===== src/rtl/bandai2003_unlock_host.sv =====
// Console-side host for the cartridge mapper lock/unlock handshake: pulses cartridge
// reset, drives the 0x5A/0xA5 unlock addresses, then captures and validates the serial reply.
module bandai2003_unlock_host #(
  parameter int unsigned RST_CYC   = 4,
  parameter int unsigned TIMEOUT   = 64,
  parameter int unsigned MAX_TRIES = 3,
  parameter logic [15:0] SIG       = 16'h28A0,
  localparam int unsigned TW       = $clog2(MAX_TRIES + 1)
) (
  input  logic          CLK,
  input  logic          RSTn,
  input  logic          START,
  input  logic          SI,
  output logic [7:0]    ADDR_O,
  output logic          ADDR_OE,
  output logic          CRST_On,
  output logic          BUSY,
  output logic          DONE,
  output logic          FAIL,
  output logic          UNLOCK,
  output logic [15:0]   RXDATA,
  output logic [TW-1:0] TRIES
);

  localparam int unsigned RCW = $clog2(RST_CYC + 1);
  localparam int unsigned TOW = $clog2(TIMEOUT + 1);
  localparam int unsigned BCW = 5;
  localparam logic [7:0]  ADDR_ACK = 8'h5A;
  localparam logic [7:0]  ADDR_NAK = 8'hA5;

  typedef enum logic [2:0] {
    S_IDLE,
    S_CRST,
    S_ACK,
    S_NAK,
    S_HUNT,
    S_SHIFT
  } state_t;

  state_t          state_q, state_d;
  logic [RCW-1:0]  rst_cnt_q, rst_cnt_d;
  logic [TOW-1:0]  to_cnt_q, to_cnt_d;
  logic [BCW-1:0]  bit_cnt_q, bit_cnt_d;
  logic [15:0]     shreg_q, shreg_d;
  logic [15:0]     rxdata_d;
  logic [TW-1:0]   tries_d;
  logic            done_d, fail_d, unlock_d;
  logic [7:0]      addr_d;
  logic            addr_oe_d, crst_n_d, busy_d;
  logic            attempt_fail;

  // Next-state, datapath and registered-output decode
  always_comb begin
    state_d      = state_q;
    rst_cnt_d    = rst_cnt_q;
    to_cnt_d     = to_cnt_q;
    bit_cnt_d    = bit_cnt_q;
    shreg_d      = shreg_q;
    rxdata_d     = RXDATA;
    tries_d      = TRIES;
    done_d       = DONE;
    fail_d       = FAIL;
    unlock_d     = UNLOCK;
    attempt_fail = 1'b0;

    unique case (state_q)
      S_IDLE: begin
        if (START) begin
          done_d    = 1'b0;
          fail_d    = 1'b0;
          unlock_d  = 1'b0;
          tries_d   = TW'(1);
          rst_cnt_d = '0;
          to_cnt_d  = '0;
          state_d   = S_CRST;
        end
      end
      S_CRST: begin
        if (rst_cnt_q == RCW'(RST_CYC - 1)) begin
          state_d = S_ACK;
        end else begin
          rst_cnt_d = rst_cnt_q + RCW'(1);
        end
      end
      S_ACK: state_d = S_NAK;
      S_NAK: state_d = S_HUNT;
      S_HUNT: begin
        // A start bit always wins over an expiring timeout
        if (!SI) begin
          bit_cnt_d = '0;
          state_d   = S_SHIFT;
        end else if (to_cnt_q == TOW'(TIMEOUT - 1)) begin
          attempt_fail = 1'b1;
        end else begin
          to_cnt_d = to_cnt_q + TOW'(1);
        end
      end
      S_SHIFT: begin
        if (bit_cnt_q == BCW'(16)) begin
          rxdata_d = shreg_q;
          if (!SI && (shreg_q == SIG)) begin
            done_d   = 1'b1;
            unlock_d = 1'b1;
            state_d  = S_IDLE;
          end else begin
            attempt_fail = 1'b1;
          end
        end else begin
          shreg_d   = {SI, shreg_q[15:1]};
          bit_cnt_d = bit_cnt_q + BCW'(1);
        end
      end
      default: state_d = S_IDLE;
    endcase

    // The failure edge doubles as the entry edge of the next cartridge reset
    if (attempt_fail) begin
      if (TRIES < TW'(MAX_TRIES)) begin
        tries_d   = TRIES + TW'(1);
        rst_cnt_d = '0;
        to_cnt_d  = '0;
        state_d   = S_CRST;
      end else begin
        fail_d  = 1'b1;
        state_d = S_IDLE;
      end
    end

    crst_n_d  = (state_d != S_CRST);
    busy_d    = (state_d != S_IDLE);
    addr_oe_d = (state_d == S_ACK) || (state_d == S_NAK);
    addr_d    = 8'h00;
    if (state_d == S_ACK) begin
      addr_d = ADDR_ACK;
    end else if (state_d == S_NAK) begin
      addr_d = ADDR_NAK;
    end
  end

  // State, datapath and output registers
  always_ff @(posedge CLK or negedge RSTn) begin
    if (!RSTn) begin
      state_q   <= S_IDLE;
      rst_cnt_q <= '0;
      to_cnt_q  <= '0;
      bit_cnt_q <= '0;
      shreg_q   <= '0;
      RXDATA    <= '0;
      TRIES     <= '0;
      DONE      <= 1'b0;
      FAIL      <= 1'b0;
      UNLOCK    <= 1'b0;
      ADDR_O    <= 8'h00;
      ADDR_OE   <= 1'b0;
      CRST_On   <= 1'b1;
      BUSY      <= 1'b0;
    end else begin
      state_q   <= state_d;
      rst_cnt_q <= rst_cnt_d;
      to_cnt_q  <= to_cnt_d;
      bit_cnt_q <= bit_cnt_d;
      shreg_q   <= shreg_d;
      RXDATA    <= rxdata_d;
      TRIES     <= tries_d;
      DONE      <= done_d;
      FAIL      <= fail_d;
      UNLOCK    <= unlock_d;
      ADDR_O    <= addr_d;
      ADDR_OE   <= addr_oe_d;
      CRST_On   <= crst_n_d;
      BUSY      <= busy_d;
    end
  end

endmodule


===== config.mk =====
export PLATFORM = sky130hd
export DESIGN_NAME = bandai2003_unlock_host
export DESIGN_NICKNAME = d
export VERILOG_FILES = /design/src/rtl/bandai2003_unlock_host.sv
export SDC_FILE = /design/constraint.sdc
export NUM_CORES = 1
export LEC_CHECK = 0
export ABC_AREA = 1
export CORE_AREA = 2 2 91 71
export DETAILED_ROUTE_END_ITERATION = 12
export DIE_AREA = 0 0 93 73
export HOLD_SLACK_MARGIN = 0.02
export PLACE_DENSITY = 0.71
export SETUP_SLACK_MARGIN = 0.3
export SLEW_MARGIN = 40
export SYNTH_ARGS = -nofsm -noshare
export SYNTH_HDL_FRONTEND = slang
export SYNTH_SLANG_ARGS = --single-unit

===== constraint.sdc =====
create_clock -name CLK -period 1.6 [get_ports CLK]
set_clock_uncertainty 0.15 [all_clocks]
set_input_delay 0.32 -clock CLK [delete_from_list [all_inputs] [get_ports CLK]]
set_output_delay 0.32 -clock CLK [all_outputs]
set_load 0.01 [all_outputs]

==> results.toml <==
[synth]
syn_area_mm2 = 0.00285
yosysMostFrequentCell = "sky130_fd_sc_hd__nand2_1"
yosysTopAreaCellShare_pct = 50.9
synth_common_cells = "sky130_fd_sc_hd__nand2_1, sky130_fd_sc_hd__dfrtp_1, sky130_fd_sc_hd__inv_1, sky130_fd_sc_hd__o21ai_0, sky130_fd_sc_hd__nor2_1"
synth.ff_latch_count = 59
synthesis.yosys.warnings = 0
synth-main-ff-cell = "sky130_fd_sc_hd__dfrtp_1"
post_synth_inst_count = 327
synth_top_cell_by_area = "sky130_fd_sc_hd__dfrtp_1"
synth_async_reset_ratio_pct = 100
synth_area_per_cell_um2 = 8.72
syn_nets = 336
leading_post_synthesis_cells_by_cell_area = "sky130_fd_sc_hd__dfrtp_1, sky130_fd_sc_hd__nand2_1, sky130_fd_sc_hd__o21ai_0"
yosysSeqAreaShare_pct = 51.8
synth_edf_count = 0
synthDistinctLibCells = 31

[floorplan]
floorplan.io_pins = 36
initial_utilization_pct = 47.5
placement_rows = 25
dieWidth_um = 93
placeableCoreArea_mm2 = 0.00601
die_h_um = 73
die_area_mm2 = 0.00679

[power_and_ir_drop]
power.density_mw_per_mm2 = 1750
report.power.total_uw = 8020
worst_ir_drop_vdd_uv = 930
power.static_leakage_uw = 0.00227

[timing]
final_critical_path_setup_slack_ps = -126
timing_worst_slew_pin_value_ps = 516
hold_violations = 0
timing.max_slew.rel_slack_pct = 65.6
fin_hold_ws_ps = 333
post_route_clock_period_utilization_pct = 108
fmax_mhz = 579
period_needed_ps = 1730
finalSetupViolCount = 22
slew_viol_final = 0
rsz_0062_raised_after_global_routing = "true"

[placement]
port_buffers = 35
finalWeightedCongestion = 0.849
detailedPlace.worstSlack_ps = -374
place_inst = 453
hpwl_mm = 4.27

[critical_path]
worstPathCellList = "nor2_1, nand3_1, nor2_1, nand2_1, nand2_2, nand2_4, buf_4, a21oi_1"
arrival_ps = 1850
crit_type = "register to register"
critical_path.most_common_cell = "sky130_fd_sc_hd__nor2_1"
critical_path.max_stage_delay_ps = 420
r2r_cells = 8
timing.critical_path.to_type = "register"
critPathLaunchType = "register"
critical_path.slowest_cell = "sky130_fd_sc_hd__dfrtp_1"
timing.critical_path.fanout_max = 4
cp_data_required_time_ps = 1720

[routing]
final_antenna_net_count = 0
drc = 0
finalWirelength_mm = 8.32
detailedRoute.firstIterationViolations = 160
routed_vias_inst = 5.07
routed_wire_length_per_instance_um = 16.0
number_of_vias_after_detailed_routing = 2637
first_pass_iters = 5

[layout]
n_antenna_cell = 0
finish.net_count = 443
drive_gt1_share_pct = 56.9
finish.cell_count_without_fillers = 520
signed_area_change_from_the_synthesized_netlist_to_the_final_layout_pct = 60.7

[global_routing]
first_global_vias = 2432
grt_first_pass_wirelength_mm = 11.2
grt-ovfl-total = 0
pin_count_of_the_biggest_net_entering_global_routing = 33
number_of_antenna_violations_at_the_first_check_in_global_routing = 0
global_route.usage.total_pct = 22.0

[cts]
tritoncts = "built"
clock_tree.htree_level_count = 3
cts.sinks = 59
clock_insertion_delay_worst_skew_ps = 350
clk_root_buffer_cell = "sky130_fd_sc_hd__clkbuf_8"
cts-buffers-inserted = 9
clk_transition_reported_paths_ps = 80
clock_buffer_depth = 2

[outcome]
failed_checks = "setup timing"
status = "complete, but fails checks"

[run]
timing.max_cap.violations = 0

[hold_path]
worst_hold_path_type = "input pin to async pin"
[cell usage in the layout, fill, tap and decap left out, drive strengths merged, types with 5 or more instances in the layout]
cell / n
dfrtp: 58
nand3: 21
buf: 102
inv: 43
ha: 5
nor2: 26
o21ai: 42
clkbuf: 14
nand2: 92
a21oi: 10
[registers in the layout, indices dropped and copies added (netlist names)]
name and count:
state_q 3, TRIES 2, FAIL 1, to_cnt_q 7
CRST_On 1, shreg_q 16, ADDR_OE 1, bit_cnt_q 5
UNLOCK 1, RXDATA 16, BUSY 1, rst_cnt_q 3
ADDR_O 2
[repair_timing]
action,in CTS,in global routing
endpoints found under the setup margin,89,89
resized for setup,152,134
hold endpoints to repair,16,0
pin swaps,11,22
buffers inserted,28,14
cloned,2,6
hold buffers,1,0
[layer usage]
| layer | vias up | part of all wire [%] | routed length (um) | global-route usage [%] |
|---|---|---|---|---|
| met5 | - | 0 | 0 | 0 |
| met4 | 0 | 1.2 | 97 | 5.56 |
| met3 | 17 | 5.6 | 466 | 8.26 |
| met2 | 89 | 51 | 4200 | 36.5 |
| met1 | 1274 | 43 | 3550 | 27.5 |
| li1 | 1257 | - | - | - |
[cells by family (layout without fill, tap and decap cells)]
logic type      count (synthesis)  in the layout  share of synthesized area, %
simple gates                  145            146                          24.5
flops                          59             59                          51.8
compound gates                 55             55                          10.6
xor+xnor                        5              5                          1.54
buf+inv                        58            169                          9.39
fa+ha+maj                       5              5                          2.19
[final cells by class]
class / count / area (um^2)
clock buffers: 10 / 138
clock inverters: 6 / 88.8
fillers: 386 / 1430
inverters: 44 / 185
multi-input cells: 211 / 1610
flip-flops and latches: 59 / 1480
well taps: 81 / 101
repair buffers: 109 / 977
[worst max-delay path, delay by kind of cell (launching register included)]
kind | cells | cell delay, ps
AO/OA/AOI/OAI | 1 | 160
flip-flops | 1 | 420
AND/OR/NAND/NOR | 6 | 760
buffers and inverters | 1 | 150
[metrics by stage]
stage                     instance area [um^2]  TNS, ps  utilization (%)
after floorplan                           2950        0                -
after global placement                    3500    -4510             58.3
after detailed placement                  3500    -5750             58.3
after CTS                                 3910        0             65.1
after global routing                      4580    -3490             76.3
final                                     4580    -1250             76.3
[final timing paths]
path / start / endpoint / slack, ps
worst max-delay path: shreg_q[6]$_DFFE_PN0P_ / to_cnt_q[2]$_DFF_PN0_ / -130
worst min-delay path: RSTn / to_cnt_q[2]$_DFF_PN0_ / 330
worst max register to register: shreg_q[6]$_DFFE_PN0P_ / to_cnt_q[2]$_DFF_PN0_ / -130
worst min register to register: shreg_q[12]$_DFFE_PN0P_ / shreg_q[12]$_DFFE_PN0P_ / 350
max in group asynchronous: RSTn / shreg_q[3]$_DFFE_PN0P_ / 470
min in group CLK: shreg_q[12]$_DFFE_PN0P_ / shreg_q[12]$_DFFE_PN0P_ / 350
[power by group]
part	switching (uW)	internal (uW)
clock network	632	918
logic	2170	1960
registers	392	1940
Power figures use the tool's default switching activity.
